<file path="config.mk">
export PLATFORM = sky130hd
export DESIGN_NAME = alu_seq
export DESIGN_NICKNAME = d
export VERILOG_FILES = /design/src/rtl/alu_seq.sv
export SDC_FILE = /design/constraint.sdc
export NUM_CORES = 1
export LEC_CHECK = 0
export ABC_AREA = 1
export BUFFER_PORTS_ARGS = -buffer_cell sky130_fd_sc_hd__buf_2
export CAP_MARGIN = 5
export CORE_MARGIN = 2
export CORE_UTILIZATION = 50
export CTS_CLUSTER_SIZE = 20
export DETAILED_ROUTE_END_ITERATION = 10
export PLACE_DENSITY = 0.71
export SLEW_MARGIN = 30
export SYNTH_ARGS = -nofsm -noshare
export SYNTH_HDL_FRONTEND = slang
export SYNTH_SLANG_ARGS = --single-unit
</file>
<file path="constraint.sdc">
create_clock -name clk -period 3.03 [get_ports clk]
set_clock_uncertainty 0.1 [all_clocks]
set_input_delay 0 -clock clk [delete_from_list [all_inputs] [get_ports clk]]
set_output_delay 0 -clock clk [all_outputs]
set_load 0.05 [all_outputs]
</file>
<file path="src/rtl/alu_seq.sv">
// Sequential execute stage feeding the 16x8 register file: single-cycle ALU ops,
// iterative shifts, optional shift-add multiply (enabled by `define ALU_SEQ_MUL_EN).
//
// state | meaning
// IDLE  | waiting for issue; operands are captured on the accepting edge
// ITER  | one shift / multiply step per cycle, cnt_q counts remaining steps
// WB    | done pulse; register-file write for legal ops
module alu_seq #(
    parameter int W  = 8,
    parameter int AW = 4
) (
    input  logic          clk,
    input  logic          rst_n,
    input  logic          issue,
    input  logic [3:0]    op,
    input  logic [AW-1:0] dst,
    input  logic [W-1:0]  acc_in,
    input  logic [W-1:0]  opr_in,
    input  logic [W-1:0]  status_in,
    output logic          busy,
    output logic          done,
    output logic          wr_en,
    output logic [AW-1:0] wr_addr,
    output logic [W-1:0]  dat_out,
    output logic          flag_out
);

    typedef enum logic [1:0] {S_IDLE, S_ITER, S_WB} state_t;

    localparam logic [3:0] OP_ADD = 4'd0;
    localparam logic [3:0] OP_ADC = 4'd1;
    localparam logic [3:0] OP_SUB = 4'd2;
    localparam logic [3:0] OP_AND = 4'd3;
    localparam logic [3:0] OP_OR  = 4'd4;
    localparam logic [3:0] OP_XOR = 4'd5;
    localparam logic [3:0] OP_SHL = 4'd6;
    localparam logic [3:0] OP_SHR = 4'd7;
    localparam logic [3:0] OP_MUL = 4'd8;

    state_t          state_q, state_d;
    logic [3:0]      op_q, op_d;
    logic [AW-1:0]   dst_q, dst_d;
    logic [W-1:0]    res_q, res_d;
    logic            flag_q, flag_d;
    logic [3:0]      cnt_q, cnt_d;
`ifdef ALU_SEQ_MUL_EN
    logic [2*W-1:0]  prod_q, prod_d;
    logic [W-1:0]    mcand_q, mcand_d;
    logic [W:0]      mul_sum;
`endif

    logic [W:0]      sum_w;
    logic [W:0]      diff_w;
    logic            cin_sel;
    logic [W-1:0]    alu_res;
    logic            alu_flag;
    logic            is_shift_in;
    logic            is_mul_in;
    logic            goes_iter;
    logic [3:0]      load_cnt;
    logic            legal_q;
    logic            unused_status;

    assign unused_status = ^status_in[W-1:1];

    assign is_shift_in = (op == OP_SHL) || (op == OP_SHR);
`ifdef ALU_SEQ_MUL_EN
    assign is_mul_in = (op == OP_MUL);
    assign legal_q   = (op_q <= OP_MUL);
`else
    assign is_mul_in = 1'b0;
    assign legal_q   = (op_q <= OP_SHR);
`endif
    assign goes_iter = (is_shift_in && (opr_in[2:0] != 3'd0)) || is_mul_in;
    assign load_cnt  = is_mul_in ? 4'd8 : (is_shift_in ? {1'b0, opr_in[2:0]} : 4'd0);

    // Single-cycle results; shifts start from acc with a cleared flag so amount 0 retires as-is
    always_comb begin
        cin_sel  = (op == OP_ADC) & status_in[0];
        sum_w    = {1'b0, acc_in} + {1'b0, opr_in} + {{W{1'b0}}, cin_sel};
        diff_w   = {1'b0, acc_in} - {1'b0, opr_in};
        alu_res  = '0;
        alu_flag = 1'b0;
        case (op)
            OP_ADD, OP_ADC: begin
                alu_res  = sum_w[W-1:0];
                alu_flag = sum_w[W];
            end
            OP_SUB: begin
                alu_res  = diff_w[W-1:0];
                alu_flag = diff_w[W];
            end
            OP_AND: begin
                alu_res  = acc_in & opr_in;
                alu_flag = ~|(acc_in & opr_in);
            end
            OP_OR: begin
                alu_res  = acc_in | opr_in;
                alu_flag = ~|(acc_in | opr_in);
            end
            OP_XOR: begin
                alu_res  = acc_in ^ opr_in;
                alu_flag = ~|(acc_in ^ opr_in);
            end
            OP_SHL, OP_SHR: alu_res = acc_in;
            default: ;
        endcase
    end

    always_ff @(posedge clk or negedge rst_n) begin
        if (!rst_n) state_q <= S_IDLE;
        else        state_q <= state_d;
    end

    always_comb begin
        state_d = state_q;
        case (state_q)
            S_IDLE: if (issue) state_d = goes_iter ? S_ITER : S_WB;
            S_ITER: if (cnt_q == 4'd1) state_d = S_WB;
            S_WB:   state_d = S_IDLE;
            default: state_d = S_IDLE;
        endcase
    end

    always_comb begin
        busy     = (state_q != S_IDLE);
        done     = (state_q == S_WB);
        wr_en    = (state_q == S_WB) && legal_q;
        wr_addr  = wr_en ? dst_q : '0;
        dat_out  = wr_en ? res_q : '0;
        flag_out = wr_en & flag_q;
    end

    always_comb begin
        op_d    = op_q;
        dst_d   = dst_q;
        res_d   = res_q;
        flag_d  = flag_q;
        cnt_d   = cnt_q;
`ifdef ALU_SEQ_MUL_EN
        prod_d  = prod_q;
        mcand_d = mcand_q;
        mul_sum = '0;
`endif
        case (state_q)
            S_IDLE: if (issue) begin
                op_d   = op;
                dst_d  = dst;
                res_d  = alu_res;
                flag_d = alu_flag;
                cnt_d  = load_cnt;
`ifdef ALU_SEQ_MUL_EN
                prod_d  = {{W{1'b0}}, opr_in};
                mcand_d = acc_in;
`endif
            end
            S_ITER: begin
                cnt_d = cnt_q - 4'd1;
                if (op_q == OP_SHL) begin
                    flag_d = res_q[W-1];
                    res_d  = {res_q[W-2:0], 1'b0};
                end else if (op_q == OP_SHR) begin
                    flag_d = res_q[0];
                    res_d  = {1'b0, res_q[W-1:1]};
                end
`ifdef ALU_SEQ_MUL_EN
                else begin
                    // multiplier sits in the low half and drains out as partial sums shift in
                    mul_sum = {1'b0, prod_q[2*W-1:W]} + (prod_q[0] ? {1'b0, mcand_q} : '0);
                    prod_d  = {mul_sum, prod_q[W-1:1]};
                    res_d   = prod_d[W-1:0];
                    flag_d  = |prod_d[2*W-1:W];
                end
`endif
            end
            default: ;
        endcase
    end

    always_ff @(posedge clk or negedge rst_n) begin
        if (!rst_n) begin
            op_q    <= '0;
            dst_q   <= '0;
            res_q   <= '0;
            flag_q  <= 1'b0;
            cnt_q   <= '0;
`ifdef ALU_SEQ_MUL_EN
            prod_q  <= '0;
            mcand_q <= '0;
`endif
        end else begin
            op_q    <= op_d;
            dst_q   <= dst_d;
            res_q   <= res_d;
            flag_q  <= flag_d;
            cnt_q   <= cnt_d;
`ifdef ALU_SEQ_MUL_EN
            prod_q  <= prod_d;
            mcand_q <= mcand_d;
`endif
        end
    end

endmodule

</file>
==> impl_metrics.tcl <==
set metrics [dict create \
    cts_num_sinks 23 \
    drv_cap 0 \
    post-dp-hpwl_mm 5.24 \
    status "completed" \
    grt-ovfl-total 0 \
    peakVddDrop_v 0.000511 \
    whs_path_depth 3 \
    finalHoldViolCount 0 \
    wirelength_mm 6.80 \
    grt_max_degree 24 \
    dieHeight_um 76.7 \
    p_leak_nw 1.65 \
    area.growth.synth_to_final_pct 14.2 \
    final.setup.tns_ns 0 \
    gp_congestion 0.912 \
    finalCriticalPeriod_ns 2.58 \
    min-delay-start "opr_in[0]" \
    synth_cells 403 \
    drt-initial-drc-count 150 \
    first_pass_iters 5 \
    synth_fp_nets 467 \
    ff2ff_setup_slack_ns 1.32 \
    end_kind "flop" \
    num_vias 2770 \
    cp.required_ns 3.13 \
    vias_per_cell 5.34 \
    cts_tree "yes" \
    syn_area_um2 2640 \
    clk_latency_ns 0.26 \
    ios 51 \
    r2r-end "res_q[2]" \
    critical_path_class "input pin to flop" \
    fin_crit_sh 0.853 \
    multi_input_area_um2 1720 \
    grt_pass1_wl_mm 11.7 \
    die_w_um 76.7 \
    rsz0062_at_grt "no" \
    min_to "cnt_q[0]" \
    fillerInstances 544 \
    synthArstFlopShare 1.00 \
    detail-route-antenna-nets 0 \
    synth_ff_type "dfrtp_1" \
    cts.path.max_buffers 2 \
    htree_levels 1 \
    drv_slew 0 \
    start_util 0.517 \
    ys_warn_count 0 \
    floorplan.rows 26 \
    crit_path_max_fanout 4 \
    core_area_um2 5110 \
    register_area_um2 576 \
    fmax_mhz 387 \
    antenna_found_initial 0 \
    dieArea_um2 5880 \
    cts_setup_buffers 0 \
    arrival_ns 2.68 \
    synth_seq_cells 23 \
    finalSetupViolCount 0 \
    clkTransAtPathRegs_ns 0.08 \
    timing.rr.start "state_q[1]" \
    remaining_drc_errors 0 \
    cts-root-buf "clkbuf_8" \
    grt_pass1_vias 2665 \
    antenna-diode-count 0 \
    synth_seq_area_share 0.218 \
    grt.total_usage 0.240 \
    power_density_nw_per_um2 614 \
    wl_per_cell_um 13.1 \
    port-buffer-count 43 \
    final_nets 514 \
    syn_area_per_cell_um2 6.56 \
    worst_setup_path_start_kind "input pin" \
    worst_r2r_path_depth 8 \
    maxSlewHeadroom 0.662 \
    worstHoldPathType "input pin to flop" \
    drive_gt1_frac 0.192 \
    p_total_mw 1.85 \
    holdBufCountCts 7 \
    worst_pin_slew_ns 0.507 \
    ys_types 40 \
    cts_resized 0 \
    synth_enable_flop_cells 0 \
    cts_buffers 3 \
]
synth_stat cells (6+ instances only):
cell type	n	area share
a21oi_1	14	0.027
dfrtp_1	23	0.22
ha_1	26	0.12
inv_1	64	0.091
inv_2	17	0.024
nand2_1	62	0.088
nand2_2	7	0.017
nand3_1	32	0.061
nand4_1	6	0.014
nor2_1	55	0.078
o21ai_0	25	0.047
o21ai_1	8	0.015
o22ai_1	13	0.031
cells by family after synthesis:
logic type | Yosys count | synth area share
AND/OR/NAND/NOR | 183 | 0.326
flip-flops | 23 | 0.218
AO/OA/AOI/OAI | 77 | 0.174
buffers and inverters | 90 | 0.133
XOR/XNOR | 1 | 0.00331
adder cells (fa/ha/maj) | 29 | 0.146
metrics by stage:
stage          hold WS [ns]  instance area, µm²  utilization  setup slack, ns  std cells
3_3_place_gp        -0.0996                2900        0.568            0.768        508
2_1_floorplan        -0.396                2640            -            0.645        403
6_report            0.00743                3020        0.591            0.446        519
4_1_cts              0.0115                3020        0.591            0.500        519
3_5_place_dp        -0.0981                2900        0.568            0.733        508
5_1_grt              0.0303                3020        0.591            0.276        519
where the power goes:
group	switching [mW]	internal (mW)	leakage, nW	total [mW]
clock network	0.0936	0.0939	0.0228	0.187
logic	0.794	0.312	1.34	1.11
registers	0.107	0.452	0.283	0.559
worst max-delay path by stage:
stage | start | to | slack, ns
floorplan | state_q[1] | dat_out[0] | 0.65
global placement | op[0] | flag_q | 0.77
detailed placement | op[0] | flag_q | 0.73
CTS | op[3] | flag_q | 0.50
global route | op[2] | flag_q | 0.28
finish | op[2] | flag_q | 0.45
layout make-up:
| class | instances | area share |
|---|---|---|
| Clock buffer | 4 | 0.0149 |
| Tap cell | 70 | 0.0290 |
| Timing Repair Buffer | 50 | 0.0945 |
| Multi-Input combinational cell | 290 | 0.569 |
| Sequential cell | 23 | 0.191 |
| Inverter | 82 | 0.102 |
critical path: stages:
cell and delay [ns]:
dlygate4sd3_1 0.56, buf_2 0.16, nor2_4 0.16, nand3_1 0.11
fa_1 0.41, fa_1 0.37, inv_1 0.10, nand3_1 0.10
nand3_1 0.11, nand2_1 0.11, o21ai_1 0.14, nand2_1 0.06
nand3_1 0.12, a21oi_1 0.08, nor2_1 0.09
sequential cells by signal (all words and copies together) (netlist names):
signal,flops
res_q,8
cnt_q,4
dst_q,4
op_q,4
state_q,2
flag_q,1
cell usage in the layout (no fill, tap or decap), types with 2 or more instances in the layout:
| master | instances |
|---|---|
| a21oi_1 | 14 |
| a21oi_2 | 2 |
| a21oi_4 | 2 |
| a31oi_1 | 5 |
| buf_2 | 43 |
| clkbuf_8 | 3 |
| dfrtp_1 | 23 |
| dlygate4sd3_1 | 7 |
| fa_1 | 3 |
| ha_1 | 26 |
| inv_1 | 64 |
| inv_2 | 17 |
| nand2_1 | 62 |
| nand2_2 | 7 |
| nand3_1 | 32 |
| nand3_2 | 4 |
| nand3b_1 | 2 |
| nand4_1 | 6 |
| nor2_1 | 55 |
| nor2_2 | 2 |
| nor2_4 | 4 |
| nor3_1 | 3 |
| o21ai_0 | 25 |
| o21ai_1 | 8 |
| o22ai_1 | 13 |
| o31ai_1 | 2 |
metal layers:
metal  track usage  up-vias  share of wire
met4         0.105        0          0.024
met1         0.298     1254           0.43
met3        0.0176       16          0.061
li1              -     1387              -
met5             0        -              0
met2         0.426      113           0.48
Note: power is estimated with default switching activity, not from simulation.
